### src/rtl/clkdiv_seq_ctrl_if.sv
// Config channel into the clock-divider sequencer: valid/ready offer of ratio, mode and burst count.
// The master (register slave) drives the offer and the sequencer returns cfg_ready.
interface clkdiv_seq_ctrl_if #(
  parameter int CNT_WIDTH   = 16,
  parameter int BURST_WIDTH = 8
);
  logic                   cfg_valid;
  logic                   cfg_ready;
  logic [CNT_WIDTH-1:0]   cfg_div;
  logic                   cfg_mode;
  logic [BURST_WIDTH-1:0] cfg_count;

  modport master (
    output cfg_valid, cfg_div, cfg_mode, cfg_count,
    input  cfg_ready
  );

  modport slave (
    input  cfg_valid, cfg_div, cfg_mode, cfg_count,
    output cfg_ready
  );
endinterface

### src/rtl/clkdiv_seq_ctrl.sv
// Divide-counter sequencer: continuous/burst runs, stop drain, ratio changes only at period boundaries.
// Latency: start at t -> cnt=0 at t+1, first tick_en at t+N; done/cfg_err are registered one-cycle pulses.
// Backpressure: cfg_ready drops while a shadow config waits for the next wrap outside IDLE.
module clkdiv_seq_ctrl #(
  parameter int CNT_WIDTH   = 16,
  parameter int BURST_WIDTH = 8,
  parameter int DEFAULT_DIV = 4
) (
  input  logic                 clock,
  input  logic                 reset,
  clkdiv_seq_ctrl_if.slave     cfg,
  input  logic                 start,
  input  logic                 stop,
  output logic                 tick_en,
  output logic                 div_clk,
  output logic                 busy,
  output logic                 done,
  output logic                 cfg_err,
  output logic [CNT_WIDTH-1:0] cur_div
);

  typedef enum logic [1:0] {IDLE, RUN, STOPPING} state_t;

  state_t                 state_q, state_d;
  logic [CNT_WIDTH-1:0]   cnt_q, cnt_d;
  logic [CNT_WIDTH-1:0]   cur_div_d;
  logic                   mode_q, mode_d;
  logic [BURST_WIDTH-1:0] count_q, count_d;
  logic                   pending_q, pending_d;
  logic [CNT_WIDTH-1:0]   sh_div_q, sh_div_d;
  logic                   sh_mode_q, sh_mode_d;
  logic [BURST_WIDTH-1:0] sh_count_q, sh_count_d;
  logic                   run_mode_q, run_mode_d;
  logic [BURST_WIDTH-1:0] remaining_q, remaining_d;
  logic                   div_clk_d, done_d, cfg_err_d;
  logic                   cfg_fire, cfg_bad;

  assign cfg.cfg_ready = (state_q == IDLE) || !pending_q;
  assign cfg_fire      = cfg.cfg_valid && cfg.cfg_ready;
  assign cfg_bad       = cfg.cfg_div < CNT_WIDTH'(2);
  assign busy          = (state_q != IDLE);
  assign tick_en       = (state_q != IDLE) && (cnt_q == cur_div - CNT_WIDTH'(1));

  always_comb begin
    state_d     = state_q;
    cnt_d       = cnt_q;
    cur_div_d   = cur_div;
    mode_d      = mode_q;
    count_d     = count_q;
    pending_d   = pending_q;
    sh_div_d    = sh_div_q;
    sh_mode_d   = sh_mode_q;
    sh_count_d  = sh_count_q;
    run_mode_d  = run_mode_q;
    remaining_d = remaining_q;
    done_d      = 1'b0;
    cfg_err_d   = 1'b0;

    case (state_q)
      IDLE: begin
        cnt_d = '0;
        if (start && !stop) begin
          if (!mode_q) begin
            state_d    = RUN;
            run_mode_d = 1'b0;
          end else if (count_q != '0) begin
            state_d     = RUN;
            run_mode_d  = 1'b1;
            remaining_d = count_q;
          end else begin
            done_d = 1'b1;
          end
        end
      end
      RUN: begin
        if (tick_en) begin
          cnt_d = '0;
          // A stop landing on the last cycle of a period has nothing left to drain.
          if (stop || (run_mode_q && remaining_q == BURST_WIDTH'(1))) begin
            state_d = IDLE;
            done_d  = 1'b1;
          end else if (run_mode_q) begin
            remaining_d = remaining_q - BURST_WIDTH'(1);
          end
        end else begin
          cnt_d = cnt_q + CNT_WIDTH'(1);
          if (stop) state_d = STOPPING;
        end
      end
      STOPPING: begin
        if (tick_en) begin
          cnt_d   = '0;
          state_d = IDLE;
          done_d  = 1'b1;
        end else begin
          cnt_d = cnt_q + CNT_WIDTH'(1);
        end
      end
      default: state_d = IDLE;
    endcase

    // Shadow config lands on the edge that starts the next period, or on entry to IDLE.
    if (pending_q && (tick_en || state_q == IDLE)) begin
      cur_div_d = sh_div_q;
      mode_d    = sh_mode_q;
      count_d   = sh_count_q;
      pending_d = 1'b0;
    end

    if (cfg_fire) begin
      if (cfg_bad) begin
        cfg_err_d = 1'b1;
      end else if (state_q == IDLE) begin
        cur_div_d = cfg.cfg_div;
        mode_d    = cfg.cfg_mode;
        count_d   = cfg.cfg_count;
        pending_d = 1'b0;
      end else begin
        sh_div_d   = cfg.cfg_div;
        sh_mode_d  = cfg.cfg_mode;
        sh_count_d = cfg.cfg_count;
        pending_d  = 1'b1;
      end
    end

    div_clk_d = (state_d != IDLE) && (cnt_d < (cur_div_d >> 1));
  end

  always_ff @(posedge clock) begin
    if (reset) begin
      state_q     <= IDLE;
      cnt_q       <= '0;
      cur_div     <= CNT_WIDTH'(DEFAULT_DIV);
      mode_q      <= 1'b0;
      count_q     <= '0;
      pending_q   <= 1'b0;
      sh_div_q    <= '0;
      sh_mode_q   <= 1'b0;
      sh_count_q  <= '0;
      run_mode_q  <= 1'b0;
      remaining_q <= '0;
      div_clk     <= 1'b0;
      done        <= 1'b0;
      cfg_err     <= 1'b0;
    end else begin
      state_q     <= state_d;
      cnt_q       <= cnt_d;
      cur_div     <= cur_div_d;
      mode_q      <= mode_d;
      count_q     <= count_d;
      pending_q   <= pending_d;
      sh_div_q    <= sh_div_d;
      sh_mode_q   <= sh_mode_d;
      sh_count_q  <= sh_count_d;
      run_mode_q  <= run_mode_d;
      remaining_q <= remaining_d;
      div_clk     <= div_clk_d;
      done        <= done_d;
      cfg_err     <= cfg_err_d;
    end
  end

endmodule

### src/flat_wrapper.sv
// flat-port wrapper written by rule: the top's interface ports become plain ports
module clkdiv_seq_ctrl_flat 
#(
  parameter int CNT_WIDTH   = 16,
  parameter int BURST_WIDTH = 8,
  parameter int DEFAULT_DIV = 4
)
  (clock, reset, start, stop, tick_en, div_clk, busy, done, cfg_err, cur_div, cfg_cfg_valid, cfg_cfg_div, cfg_cfg_mode, cfg_cfg_count, cfg_cfg_ready);
  clkdiv_seq_ctrl_if #(.CNT_WIDTH(CNT_WIDTH), .BURST_WIDTH(BURST_WIDTH)) cfg_i ();
  input  logic clock;
  input  logic reset;
  input  logic start;
  input  logic stop;
  output logic tick_en;
  output logic div_clk;
  output logic busy;
  output logic done;
  output logic cfg_err;
  output logic [CNT_WIDTH-1:0] cur_div;
  input wire logic [$bits(cfg_i.cfg_valid)-1:0] cfg_cfg_valid;
  input wire logic [$bits(cfg_i.cfg_div)-1:0] cfg_cfg_div;
  input wire logic [$bits(cfg_i.cfg_mode)-1:0] cfg_cfg_mode;
  input wire logic [$bits(cfg_i.cfg_count)-1:0] cfg_cfg_count;
  output wire logic [$bits(cfg_i.cfg_ready)-1:0] cfg_cfg_ready;
  assign cfg_i.cfg_valid = cfg_cfg_valid;
  assign cfg_i.cfg_div = cfg_cfg_div;
  assign cfg_i.cfg_mode = cfg_cfg_mode;
  assign cfg_i.cfg_count = cfg_cfg_count;
  assign cfg_cfg_ready = cfg_i.cfg_ready;
  clkdiv_seq_ctrl #(.CNT_WIDTH(CNT_WIDTH), .BURST_WIDTH(BURST_WIDTH), .DEFAULT_DIV(DEFAULT_DIV)) u_core (.clock(clock), .reset(reset), .cfg(cfg_i), .start(start), .stop(stop), .tick_en(tick_en), .div_clk(div_clk), .busy(busy), .done(done), .cfg_err(cfg_err), .cur_div(cur_div));
endmodule
### config.mk
export PLATFORM = sky130hd
export DESIGN_NAME = clkdiv_seq_ctrl_flat
export DESIGN_NICKNAME = d
export VERILOG_FILES = /design/src/rtl/clkdiv_seq_ctrl_if.sv /design/src/rtl/clkdiv_seq_ctrl.sv /design/src/flat_wrapper.sv
export SDC_FILE = /design/constraint.sdc
export NUM_CORES = 1
export LEC_CHECK = 0
export ABC_CLOCK_PERIOD_IN_PS = 5900
export BUFFER_PORTS_ARGS = -buffer_cell sky130_fd_sc_hd__buf_4
export CAP_MARGIN = 20
export CORE_ASPECT_RATIO = 1.1
export CORE_MARGIN = 4
export CORE_UTILIZATION = 35
export DETAILED_ROUTE_END_ITERATION = 12
export MAX_ROUTING_LAYER = met4
export PLACE_DENSITY = 0.57
export SLEW_MARGIN = 40
export SYNTH_ARGS = -nofsm -noshare
export SYNTH_HDL_FRONTEND = slang
export SYNTH_SLANG_ARGS = --single-unit
### constraint.sdc
create_clock -name clock -period 5.9 [get_ports clock]
set_input_delay 0.295 -clock clock [delete_from_list [all_inputs] [get_ports clock]]
set_output_delay 0.295 -clock clock [all_outputs]
set_load 0.01 [all_outputs]
[Word level (Yosys, flattened, before mapping)]
Cells that the tools add are included.
Word-level totals
  register bits: 81
  logic and storage cells: 97
  bits of input ports: 30
  output and inout port bits: 22
Operators by class
  eq/ne operators: 11
  muxes and demuxes: 43
  magnitude comparators: 2
  add/sub/neg operators: 3
  bitwise gates (word level): 3
  reductions and logical operators: 21
Operators by type and width (number)
  $mux 16: 5
  $mux 8: 10
  $pmux 16 s2: 1
  $mux 1: 17
  $add 16x1->16 const B: 1
  $eq 16x16->1: 1
  $lt 16x15->1: 1
  $lt 16x2->1 const B: 1
  $pmux 8 s2: 1
  $sub 16x1->16 const B: 1
  $mux 2: 7
  $eq 8x1->1 const B: 1
  $ne 2x2->1 const B: 4
  $reduce_bool 8->1: 1
  $sub 8x1->8 const B: 1
  $reduce_and 7->1: 1
  $logic_and 1x1->1: 6
  $ne 2x1->1 const B: 3
  $pmux 2 s3: 1
  $reduce_and 3->1: 2
  $reduce_bool 2->1: 3
  $reduce_or 2->1: 2
  $logic_or 1x1->1: 3
  $not 1->1: 3
  5 further kinds: 6

[Depth between registers and ports, before layout]
Gate-level depths: netlist of the first run.
  depth after elaboration: 11
  gate-level depth with buffers: 23
  depth with buffers taken out: 21

[Worst setup path after synthesis of the first run]
No wires, ideal clock.
  path type: register to register
  from: register u_core.cur_div[0]
  to: register u_core.div_clk
  cell stages (with the launch flop): 23
  buffers on the path: 2
  slack: 1393 ps
  required time: 5841 ps
  setup time: 59 ps
  arrival: 4448 ps
  period minus slack after synthesis: 4507 ps
  cell sequence: dfxtp_1 inv_1 ha_1 or4b_4 nor4_4 mux2i_1 o21ai_2 a2111oi_4 a22o_1 buf_6 buf_12 mux2_2 mux2i_1 ha_1 a21o_1 a21o_1 a21oi_1 nor2b_1 o21ai_0 nand2b_1 a21oi_1 o21a_1 o221a_2
Between the ends
  cells in the longest elaborated chain, start to end: 11
  elaborated cells between the ends (all ways): 17
  classes of those cells: add/sub: 1; order compare: 1; eq/ne: 1; mux: 9; reduce/logical: 5
RTL lines
  start, declared: line clkdiv_seq_ctrl.sv:19  | output logic [CNT_WIDTH-1:0] cur_div
  start signal, assigned: line clkdiv_seq_ctrl.sv:133  | cur_div <= CNT_WIDTH'(DEFAULT_DIV);
  start signal, assigned: line clkdiv_seq_ctrl.sv:148  | cur_div <= cur_div_d;
  $sub 16x1->16 *: line clkdiv_seq_ctrl.sv:42  | assign tick_en = (state_q != IDLE) && (cnt_q == cur_div - CNT_WIDTH'(1));
  $eq 16x16->1 *: line clkdiv_seq_ctrl.sv:42
  $logic_and 1x1->1 *: line clkdiv_seq_ctrl.sv:42
  $logic_or 1x1->1: line clkdiv_seq_ctrl.sv:103  | if (pending_q && (tick_en || state_q == IDLE)) begin
  $logic_and 1x1->1: line clkdiv_seq_ctrl.sv:103
  $mux 16: line clkdiv_seq_ctrl.sv:103
  $mux 16: line clkdiv_seq_ctrl.sv:113  | end else if (state_q == IDLE) begin
  $mux 16: line clkdiv_seq_ctrl.sv:111  | if (cfg_bad) begin
  $mux 16: line clkdiv_seq_ctrl.sv:110  | if (cfg_fire) begin
  $lt 16x15->1: line clkdiv_seq_ctrl.sv:126  | div_clk_d = (state_d != IDLE) && (cnt_d < (cur_div_d >> 1));
  $logic_and 1x1->1 *: line clkdiv_seq_ctrl.sv:126
  end signal, assigned: line clkdiv_seq_ctrl.sv:157  | div_clk <= div_clk_d;
  end, declared: line clkdiv_seq_ctrl.sv:15  | output logic div_clk,
Mark *: on every way between the ends. The rest lies on a longest branch, timed or not.
A chain may end at the register's enable or synchronous reset.

[Final worst setup path of the first run]
Ends and elaborated chain as after synthesis.

==> results of run 1 <==
cell usage in the layout, fill, tap and decap left out, types with 5 or more instances in the layout:
cell | netlist | final
dfxtp_1 | 81 | 81
nor2_1 | 76 | 76
buf_4 | 1 | 55
mux2i_1 | 54 | 54
nand2_1 | 39 | 39
a21oi_1 | 25 | 25
o21ai_0 | 22 | 22
ha_1 | 22 | 21
inv_1 | 16 | 16
a211oi_1 | 15 | 15
nor3_1 | 14 | 14
mux2_2 | 14 | 14
xnor2_1 | 13 | 13
xor2_1 | 11 | 11
nand3_1 | 10 | 9
and3_1 | 9 | 9
clkbuf_16 | 0 | 9
nand2b_1 | 8 | 8
and2_1 | 8 | 8
nor4_1 | 7 | 7
a21o_1 | 7 | 7
nor2b_1 | 5 | 5
nand4_1 | 5 | 5
nor3b_1 | 5 | 5
o22ai_1 | 5 | 5
routing by layer:
| layer | wire length, um | GRT usage [%] | vias up |
|---|---|---|---|
| li1 | - | - | 2047 |
| met1 | 5950 | 21.0 | 1921 |
| met2 | 6080 | 27.9 | 89 |
| met3 | 566 | 2.92 | 18 |
| met4 | 254 | 9.10 | 0 |
| met5 | 0 | - | - |
flip-flops by register name, indices dropped and copies added, names as in the netlist:
signal              count
u_core.mode_q           1
u_core.div_clk          1
u_core.pending_q        1
u_core.done             1
u_core.cfg_err          1
u_core.cur_div         16
u_core.state_q          2
u_core.sh_mode_q        1
u_core.remaining_q      8
u_core.run_mode_q       1
u_core.sh_div_q        16
u_core.cnt_q           16
u_core.count_q          8
u_core.sh_count_q       8
worst max-delay path: stages, from the launching register on:
cell,delay (ns)
dfxtp_1,0.37
inv_1,0.08
ha_1,0.24
or4b_4,0.52
nor4_4,0.32
mux2i_1,0.27
o21ai_2,0.10
a2111oi_4,0.44
a22o_1,0.42
buf_4,0.40
mux2_2,0.38
mux2i_1,0.19
ha_1,0.29
a21o_1,0.16
a21o_1,0.16
a21oi_1,0.13
o21ai_0,0.09
a21oi_1,0.12
o21a_1,0.16
o221a_2,0.18
cells in the mapped netlist, types with 3 or more instances:
cell,count
o21bai_1,4
nor2_1,76
clkbuf_1,21
a211oi_1,15
nand3b_1,4
nor4_1,7
mux2i_1,54
nand4_1,5
xnor2_1,13
nor3b_1,5
and3_1,9
ha_1,22
nand3_1,10
buf_6,3
xor2_1,11
nand2_1,39
mux2_2,14
or3b_1,4
nor2b_1,5
a31oi_1,4
inv_1,16
a21oi_1,25
dfxtp_1,81
a21o_1,7
nor3_1,14
or4_1,4
o22ai_1,5
o21ai_0,22
or3_1,3
and2_1,8
nand2b_1,8
kinds of logic (layout without fill, tap and decap cells):
logic type	after synthesis	in the layout	share of synthesized area, %
flops	81	81	33.7
fa+ha+maj	22	22	5.71
xor+xnor	24	24	4.36
mux	69	69	14.8
compound gates	104	104	15.1
simple gates	207	207	21.4
buf+inv	47	87	4.96
per-stage QoR:
step                      total power, mW  util [%]  hold WS (ns)
after floorplan                     0.843         -         0.413
after global placement              0.936      39.7         0.473
after detailed placement            0.940      39.7         0.482
after CTS                            1.55      42.1         0.180
after global routing                 1.60      42.1         0.192
final                                1.53      42.1         0.193
layout make-up:
| type | instances | share of cell area [%] |
|---|---|---|
| repair buffers | 55 | 7.36 |
| multi-input cells | 426 | 53.0 |
| inverters | 16 | 1.07 |
| clock buffers | 12 | 4.21 |
| flip-flops and latches | 81 | 28.9 |
| well taps | 184 | 4.10 |
| clock inverters | 4 | 1.36 |
worst max-delay path by stage:
stage                                      start                        end  slack (ns)  depth (start not counted)
floorplan           u_core.cur_div[0]$_SDFF_PP0_  u_core.div_clk$_SDFF_PP0_        1.39                         22
global placement    u_core.cur_div[0]$_SDFF_PP0_  u_core.div_clk$_SDFF_PP0_        0.96                         16
detailed placement  u_core.cur_div[0]$_SDFF_PP0_  u_core.div_clk$_SDFF_PP0_        0.86                         20
CTS                 u_core.cur_div[0]$_SDFF_PP0_  u_core.div_clk$_SDFF_PP0_        0.79                         20
global route        u_core.cur_div[0]$_SDFF_PP0_  u_core.div_clk$_SDFF_PP0_        0.45                         19
finish              u_core.cur_div[0]$_SDFF_PP0_  u_core.div_clk$_SDFF_PP0_        0.82                         19
power by group through the flow:
stage	logic (mW)	registers, mW	clock network (mW)
floorplan	0.221	0.622	0
global placement	0.303	0.633	0
detailed placement	0.306	0.634	0
CTS	0.309	0.622	0.618
global route	0.342	0.627	0.636
finish	0.307	0.622	0.600
==> results.yml, run 1 <==
outcome:
  run_status: "complete, no violations"
power:
  p_per_area_nw_per_um2: 272
  p_sw_mw: 0.438
  netSwitchingFraction_pct: 28.7
  p_leak_nw: 2.45
  internal-power_mw: 1.09
  worst_ir_drop_vdd_mv: 0.124
  clkPwrFrac_pct: 39.3
  seqPwrFrac_pct: 40.7
  pwr-share-comb_pct: 20.1
die:
  die_area_um2: 15700
  core_um2: 13300
  die_h_um: 131
  io_pins: 52
  row_count: 44
  die_x_um: 120
  start_util_pct: 36.2
critical_path:
  critPathLaunchType: "flop"
  cp-end-kind: "flop"
  regToRegStartpoint: "u_core.cur_div[0]$_SDFF_PP0_"
  required_ns: 6.19
  rr_endpoint: "u_core.div_clk$_SDFF_PP0_"
  critPathKind: "flop to flop"
  worst_r2r_path_depth: 19
  crit_arrival_ns: 5.37
  rrSetupSlack_ns: 0.82
  critPathMaxFanout: 19
placed_design:
  postPlaceCellArea_um2: 5300
  port_buffers: 51
  hpwl_um: 9510
  gp_congestion: 0.845
  dp.cells: 762
  dpl_worst_slack_ns: 0.859
clocking:
  htree_levels: 3
  numCtsBuffers: 9
  cts.repair.resized: 0
  cts_max_path_buffers: 2
  clock_sinks: 81
  root_buffer: "clkbuf_16"
  clk_pin_slew_ns: 0.06
  cts_hold_buf: 0
  clock_latency_ns: 0.35
  post_cts_buffers: 0
  cts_tree: "yes"
global_route:
  grt_max_degree: 71
  overflow: 0
  grt_pass1_vias: 3981
  antenna_found_initial: 0
  track_usage_pct: 17.3
  grt_first_pass_wirelength_um: 20600
layout:
  register_area_um2: 1620
  syn_to_final_growth_pct: 16.5
  fin_nets: 641
  final_area_um2: 5610
  final_cells: 778
  multi_input_area_um2: 2970
  n_antenna_cell: 0
  drive_above_1_share_pct: 16.7
  fillers: 1352
yosys:
  synth_top_area_share_pct: 33.7
  yosys.area.top_type: "dfxtp_1"
  synth_warnings: 0
  async_flop_share_pct: 0
  yosysSeqAreaShare_pct: 33.7
  synth_cells: 554
  yosysUniqueCellTypes: 61
  synth_fp_nets: 606
  synth-edff-count: 0
  avgSynthCellArea_um2: 8.70
  ys_ff_latch: 81
  syn-cell-area_um2: 4820
  synth_ff_type: "dfxtp_1"
  synth_area_leaders: "dfxtp_1, mux2i_1, nor2_1, ha_1, mux2_2"
route:
  drc: 0
  avgViaCountPerCell: 5.24
  dr.first_iter.drc_count: 273
  routed_wl_um: 12800
  ant_nets: 0
  vias: 4075
  firstDrtPassIters: 4
  routedWlPerCell_um: 16.5
min_path:
  min-delay-start: "cfg_cfg_count[5]"
  hold_class: "input port to flop"
  holdPathEnd: "u_core.sh_count_q[5]$_SDFFE_PP0P_"
  hold_depth: 3
sta:
  finalCritPeriodShare_pct: 86.0
  skew_ns: 0.00493
  rsz0062_at_grt: "false"
  worst_pin_slew_ns: 0.769
  finalHoldViolations: 0
  drv_slew: 0
  setup_tns_ns: 0
  timing.slew.headroom_pct: 48.7
  layout_setup_ws_ns: 0.824
  setup_violations: 0
  period_needed_ns: 5.08
  clock.fmax_mhz: 197
job:
  max_cap_viol_count: 0
Power figures use the tool's default switching activity.
==> inputs of run 2 (changes only) <==
--- a/config.mk
+++ b/config.mk
@@ -13,7 +13,7 @@
 export CORE_UTILIZATION = 35
 export DETAILED_ROUTE_END_ITERATION = 12
 export MAX_ROUTING_LAYER = met4
-export PLACE_DENSITY = 0.57
+export PLACE_DENSITY = 0.55
 export SLEW_MARGIN = 40
 export SYNTH_ARGS = -nofsm -noshare
 export SYNTH_HDL_FRONTEND = slang
==> results.yml, run 2 (synthesis results as in run 1) <==
outcome:
  run_status: "complete, no violations"
route:
  routed_wl_um: 12900
  routedWlPerCell_um: 16.6
  firstDrtPassIters: 4
  drc: 0
  dr.first_iter.drc_count: 277
  avgViaCountPerCell: 5.23
  ant_nets: 0
  vias: 4074
clocking:
  numCtsBuffers: 9
  htree_levels: 3
  cts_hold_buf: 0
  root_buffer: "clkbuf_16"
  clk_pin_slew_ns: 0.07
  cts_max_path_buffers: 2
  post_cts_buffers: 0
  cts_tree: "yes"
  cts.repair.resized: 0
  clock_sinks: 81
  clock_latency_ns: 0.35
layout:
  fin_nets: 642
  fin_util_pct: 42.1
  fillers: 1378
  drive_above_1_share_pct: 17.0
  n_antenna_cell: 0
  top_regs: "u_core.cnt_q (16), u_core.cur_div (16), u_core.sh_div_q (16)"
  syn_to_final_growth_pct: 16.5
  final_cell_mix: "dfxtp_1, nor2_1, buf_4, mux2i_1, nand2_1"
  final_common_cell: "dfxtp_1"
critical_path:
  critPathMaxFanout: 17
  rrSetupSlack_ns: 0.88
  cp-end-kind: "flop"
  worst_r2r_path_depth: 20
  crit_arrival_ns: 5.32
  rr_endpoint: "u_core.div_clk$_SDFF_PP0_"
  critPathLaunchType: "flop"
  crit_start: "u_core.cur_div[0]$_SDFF_PP0_"
  required_ns: 6.20
  critPathKind: "flop to flop"
  regToRegStartpoint: "u_core.cur_div[0]$_SDFF_PP0_"
power:
  seqPwrFrac_pct: 41.2
  pwr-share-comb_pct: 20.3
  p_leak_nw: 2.46
  netSwitchingFraction_pct: 29.8
  worst_ir_drop_vdd_mv: 0.170
  clkPwrFrac_pct: 38.5
  internal-power_mw: 1.06
  p_per_area_nw_per_um2: 269
  p_sw_mw: 0.451
sta:
  setup_violations: 0
  timing.slew.headroom_pct: 47.0
  clock.fmax_mhz: 199
  worst_pin_slew_ns: 0.795
  skew_ns: 0.00993
  period_needed_ns: 5.02
  setup_tns_ns: 0
  drv_slew: 0
  finalHoldViolations: 0
  finalCritPeriodShare_pct: 85.1
  rsz0062_at_grt: "false"
placed_design:
  port_buffers: 51
  hpwl_um: 9570
  gp_congestion: 0.839
global_route:
  grt_pass1_vias: 3902
  gr-usage-met1_pct: 21.7
  track_usage_pct: 17.4
  grt_max_degree: 71
  busiest_layer: "met2"
  overflow: 0
  grt_use_met3_pct: 2.62
  grt_first_pass_wirelength_um: 20600
  met2_usage_pct: 28.6
  antenna_found_initial: 0
die:
  die_x_um: 120
  io_pins: 52
  row_count: 44
  die_h_um: 131
  core_um2: 13300
  die_area_um2: 15700
  start_util_pct: 36.2
job:
  max_cap_viol_count: 0
min_path:
  hold_class: "input port to flop"
  holdPathEnd: "u_core.sh_count_q[4]$_SDFFE_PP0P_"
  min-delay-start: "cfg_cfg_count[4]"
  hold_depth: 3
## run 2: changes by cell type in the layout (fill, tap and decap cells not counted), sizes merged
cell | before | now
clkinv | 0 | 2
buf | 55 | 56
bufinv | 2 | 1
clkbuf | 12 | 11
## run 2: layout make-up
cell class,instances,area (um2),area share [%]
Timing Repair Buffer,56,420,7.49
Sequential cell,81,1620,28.9
Inverter,16,60.1,1.07
Clock inverter,5,63.8,1.14
Multi-Input combinational cell,426,2970,53.0
Tap cell,184,230,4.10
Clock buffer,11,243,4.33
## run 2: metal layers
| layer | wire length (um) | up-vias | part of all wire, % |
|---|---|---|---|
| met1 | 6010 | 1904 | 46 |
| met2 | 6040 | 100 | 47 |
| met5 | 0 | - | 0 |
| li1 | - | 2050 | - |
| met4 | 289 | 0 | 2.2 |
| met3 | 614 | 20 | 4.7 |
## run 2: worst max-delay path by stage
stage                                      endpoint  slack [ns]
after CTS                 u_core.div_clk$_SDFF_PP0_        0.87
after global routing      u_core.div_clk$_SDFF_PP0_        0.50
after floorplan           u_core.div_clk$_SDFF_PP0_        1.39
final                     u_core.div_clk$_SDFF_PP0_        0.88
after detailed placement  u_core.div_clk$_SDFF_PP0_        0.91
after global placement    u_core.div_clk$_SDFF_PP0_        0.98
## run 2: power by group through the flow
stage	sequential, mW	combinational, mW	clock [mW]
3_5_place_dp	0.634	0.308	0
5_1_grt	0.627	0.342	0.614
3_3_place_gp	0.633	0.303	0
4_1_cts	0.621	0.309	0.597
6_report	0.622	0.306	0.582
2_1_floorplan	0.622	0.221	0
## run 2: worst max-delay path: stages (launching register included)
cell and delay, ns:
dfxtp_1 0.37, inv_1 0.08, ha_1 0.24, or4b_4 0.52
nor4_4 0.32, mux2i_1 0.26, o21ai_2 0.10, a2111oi_4 0.44
a311o_1 0.64, buf_4 0.28, o21bai_1 0.09, mux2i_1 0.20
inv_1 0.10, ha_1 0.32, a21o_1 0.17, a21o_1 0.17
a21oi_1 0.13, o21ai_0 0.08, a21oi_1 0.14, o21a_1 0.15
o221a_2 0.16
## run 2: per-stage QoR
| step | hold WS, ns | setup WS (ns) | cells | instance area, um2 | power (mW) |
|---|---|---|---|---|---|
| 5_1_grt | 0.203 | 0.496 | 779 | 5610 | 1.58 |
| 4_1_cts | 0.181 | 0.870 | 779 | 5610 | 1.53 |
| 3_5_place_dp | 0.484 | 0.913 | 763 | 5300 | 0.941 |
| 6_report | 0.190 | 0.879 | 779 | 5610 | 1.51 |
| 3_3_place_gp | 0.471 | 0.979 | 763 | 5300 | 0.936 |
| 2_1_floorplan | 0.413 | 1.39 | 554 | 4820 | 0.843 |
==> inputs of run 3 (changes only) <==
--- a/config.mk
+++ b/config.mk
@@ -5,7 +5,7 @@
 export SDC_FILE = /design/constraint.sdc
 export NUM_CORES = 1
 export LEC_CHECK = 0
-export ABC_CLOCK_PERIOD_IN_PS = 5900
+export ABC_CLOCK_PERIOD_IN_PS = 5100
 export BUFFER_PORTS_ARGS = -buffer_cell sky130_fd_sc_hd__buf_4
 export CAP_MARGIN = 20
 export CORE_ASPECT_RATIO = 1.1
==> constraint.sdc (replaced) <==
create_clock -name clock -period 5.1 [get_ports clock]
set_input_delay 0.255 -clock clock [delete_from_list [all_inputs] [get_ports clock]]
set_output_delay 0.255 -clock clock [all_outputs]
set_load 0.01 [all_outputs]
==> results.yml, run 3 (synthesis results as in run 1) <==
outcome:
  run_status: "complete, no violations"
sta:
  skew_ns: 0.00836
  timing.slew.headroom_pct: 46.5
  finalCritPeriodShare_pct: 92.1
  rsz0062_at_grt: "false"
  period_needed_ns: 4.70
  finalHoldViolations: 0
  worst_pin_slew_ns: 0.803
  setup_violations: 0
  drv_slew: 0
  clock.fmax_mhz: 213
  setup_tns_ns: 0
die:
  core_um2: 13300
  start_util_pct: 36.2
  die_x_um: 120
  die_area_um2: 15700
  row_count: 44
  die_h_um: 131
  io_pins: 52
power:
  worst_ir_drop_vdd_mv: 0.133
  seqPwrFrac_pct: 40.0
  netSwitchingFraction_pct: 29.4
  pwr-share-comb_pct: 20.0
  p_sw_mw: 0.528
  clkPwrFrac_pct: 39.9
  internal-power_mw: 1.27
  p_leak_nw: 2.49
  p_per_area_nw_per_um2: 318
clocking:
  clk_pin_slew_ns: 0.07
  htree_levels: 3
  cts_max_path_buffers: 2
  clock_latency_ns: 0.35
  cts_tree: "yes"
  post_cts_buffers: 0
  numCtsBuffers: 9
  cts_hold_buf: 0
  root_buffer: "clkbuf_16"
  clock_sinks: 81
  cts.repair.resized: 0
critical_path:
  required_ns: 5.40
  critPathMaxFanout: 15
  cp-end-kind: "flop"
  critPathKind: "flop to flop"
  crit_arrival_ns: 5.00
  critPathLaunchType: "flop"
layout:
  final_cell_mix: "dfxtp_1, nor2_1, buf_4, mux2i_1, nand2_1"
  drive_above_1_share_pct: 17.6
  n_antenna_cell: 0
  final_area_um2: 5650
  final_common_cell: "dfxtp_1"
  syn_to_final_growth_pct: 17.2
  top_regs: "u_core.cnt_q (16), u_core.cur_div (16), u_core.sh_div_q (16)"
  fin_nets: 645
placed_design:
  port_buffers: 51
  hpwl_um: 9810
  gp_congestion: 0.889
  postPlaceCellArea_um2: 5320
route:
  firstDrtPassIters: 4
  routedWlPerCell_um: 16.9
  vias: 4158
  drc: 0
  routed_wl_um: 13200
  ant_nets: 0
  avgViaCountPerCell: 5.32
  dr.first_iter.drc_count: 240
global_route:
  overflow: 0
  antenna_found_initial: 0
  track_usage_pct: 18.0
  grt_pass1_vias: 4029
  grt_first_pass_wirelength_um: 21300
  grt_max_degree: 71
min_path:
  hold_class: "input port to flop"
job:
  max_cap_viol_count: 0
## run 3: metrics by stage
stage,utilization (%),cells,power (mW),hold slack [ns],worst slack (ns)
finish,42.4,782,1.79,0.142,0.401
detailed placement,39.9,766,1.09,0.484,0.433
global route,42.4,782,1.89,0.160,0.0775
floorplan,-,554,0.976,0.373,0.593
CTS,42.4,782,1.81,0.134,0.387
global placement,39.9,766,1.09,0.473,0.454
## run 3: power by group through the flow
stage | clock (mW) | sequential (mW) | combinational (mW)
floorplan | 0 | 0.720 | 0.256
global placement | 0 | 0.731 | 0.355
detailed placement | 0 | 0.732 | 0.360
CTS | 0.733 | 0.718 | 0.361
global route | 0.760 | 0.724 | 0.401
finish | 0.716 | 0.718 | 0.359
## run 3: final timing paths
| path | slack (ns) | startpoint | to | cells after the start |
|---|---|---|---|---|
| worst max-delay path | 0.40 | u_core.cur_div[1]$_SDFF_PP0_ | u_core.div_clk$_SDFF_PP0_ | 17 |
| worst min-delay path | 0.14 | cfg_cfg_count[5] | u_core.sh_count_q[5]$_SDFFE_PP0P_ | 3 |
| worst max register to register | 0.40 | u_core.cur_div[1]$_SDFF_PP0_ | u_core.div_clk$_SDFF_PP0_ | 17 |
| worst min register to register | 0.49 | u_core.sh_count_q[1]$_SDFFE_PP0P_ | u_core.sh_count_q[1]$_SDFFE_PP0P_ | 2 |
## run 3: worst max-delay path: stages, from the launching register on
cell	delay, ns
dfxtp_1	0.34
inv_1	0.07
ha_1	0.23
or4b_4	0.52
nor4_4	0.33
mux2i_1	0.27
o21ai_2	0.10
a2111oi_4	0.43
a22o_1	0.25
buf_4	0.31
mux2_2	0.37
mux2i_1	0.21
ha_1	0.28
a211o_1	0.30
a21oi_1	0.13
o221ai_1	0.13
nor2b_1	0.18
o221a_2	0.20
## run 3: layout make-up
class | instances | area, um2
fill | 1355 | 7680
multi-input combinational | 426 | 2970
sequential | 81 | 1620
timing repair buffer | 59 | 443
tap | 184 | 230
clock buffer | 9 | 225
clock inverter | 7 | 100
inverter | 16 | 60.1
## run 3: metal layers
layer / part of all wire (%) / GRT usage [%] / vias up
li1: - / - / 2058
met1: 46 / 22.6 / 1980
met2: 47 / 28.9 / 98
met3: 4.1 / 2.36 / 22
met4: 2.7 / 8.83 / 0
met5: 0 / - / -
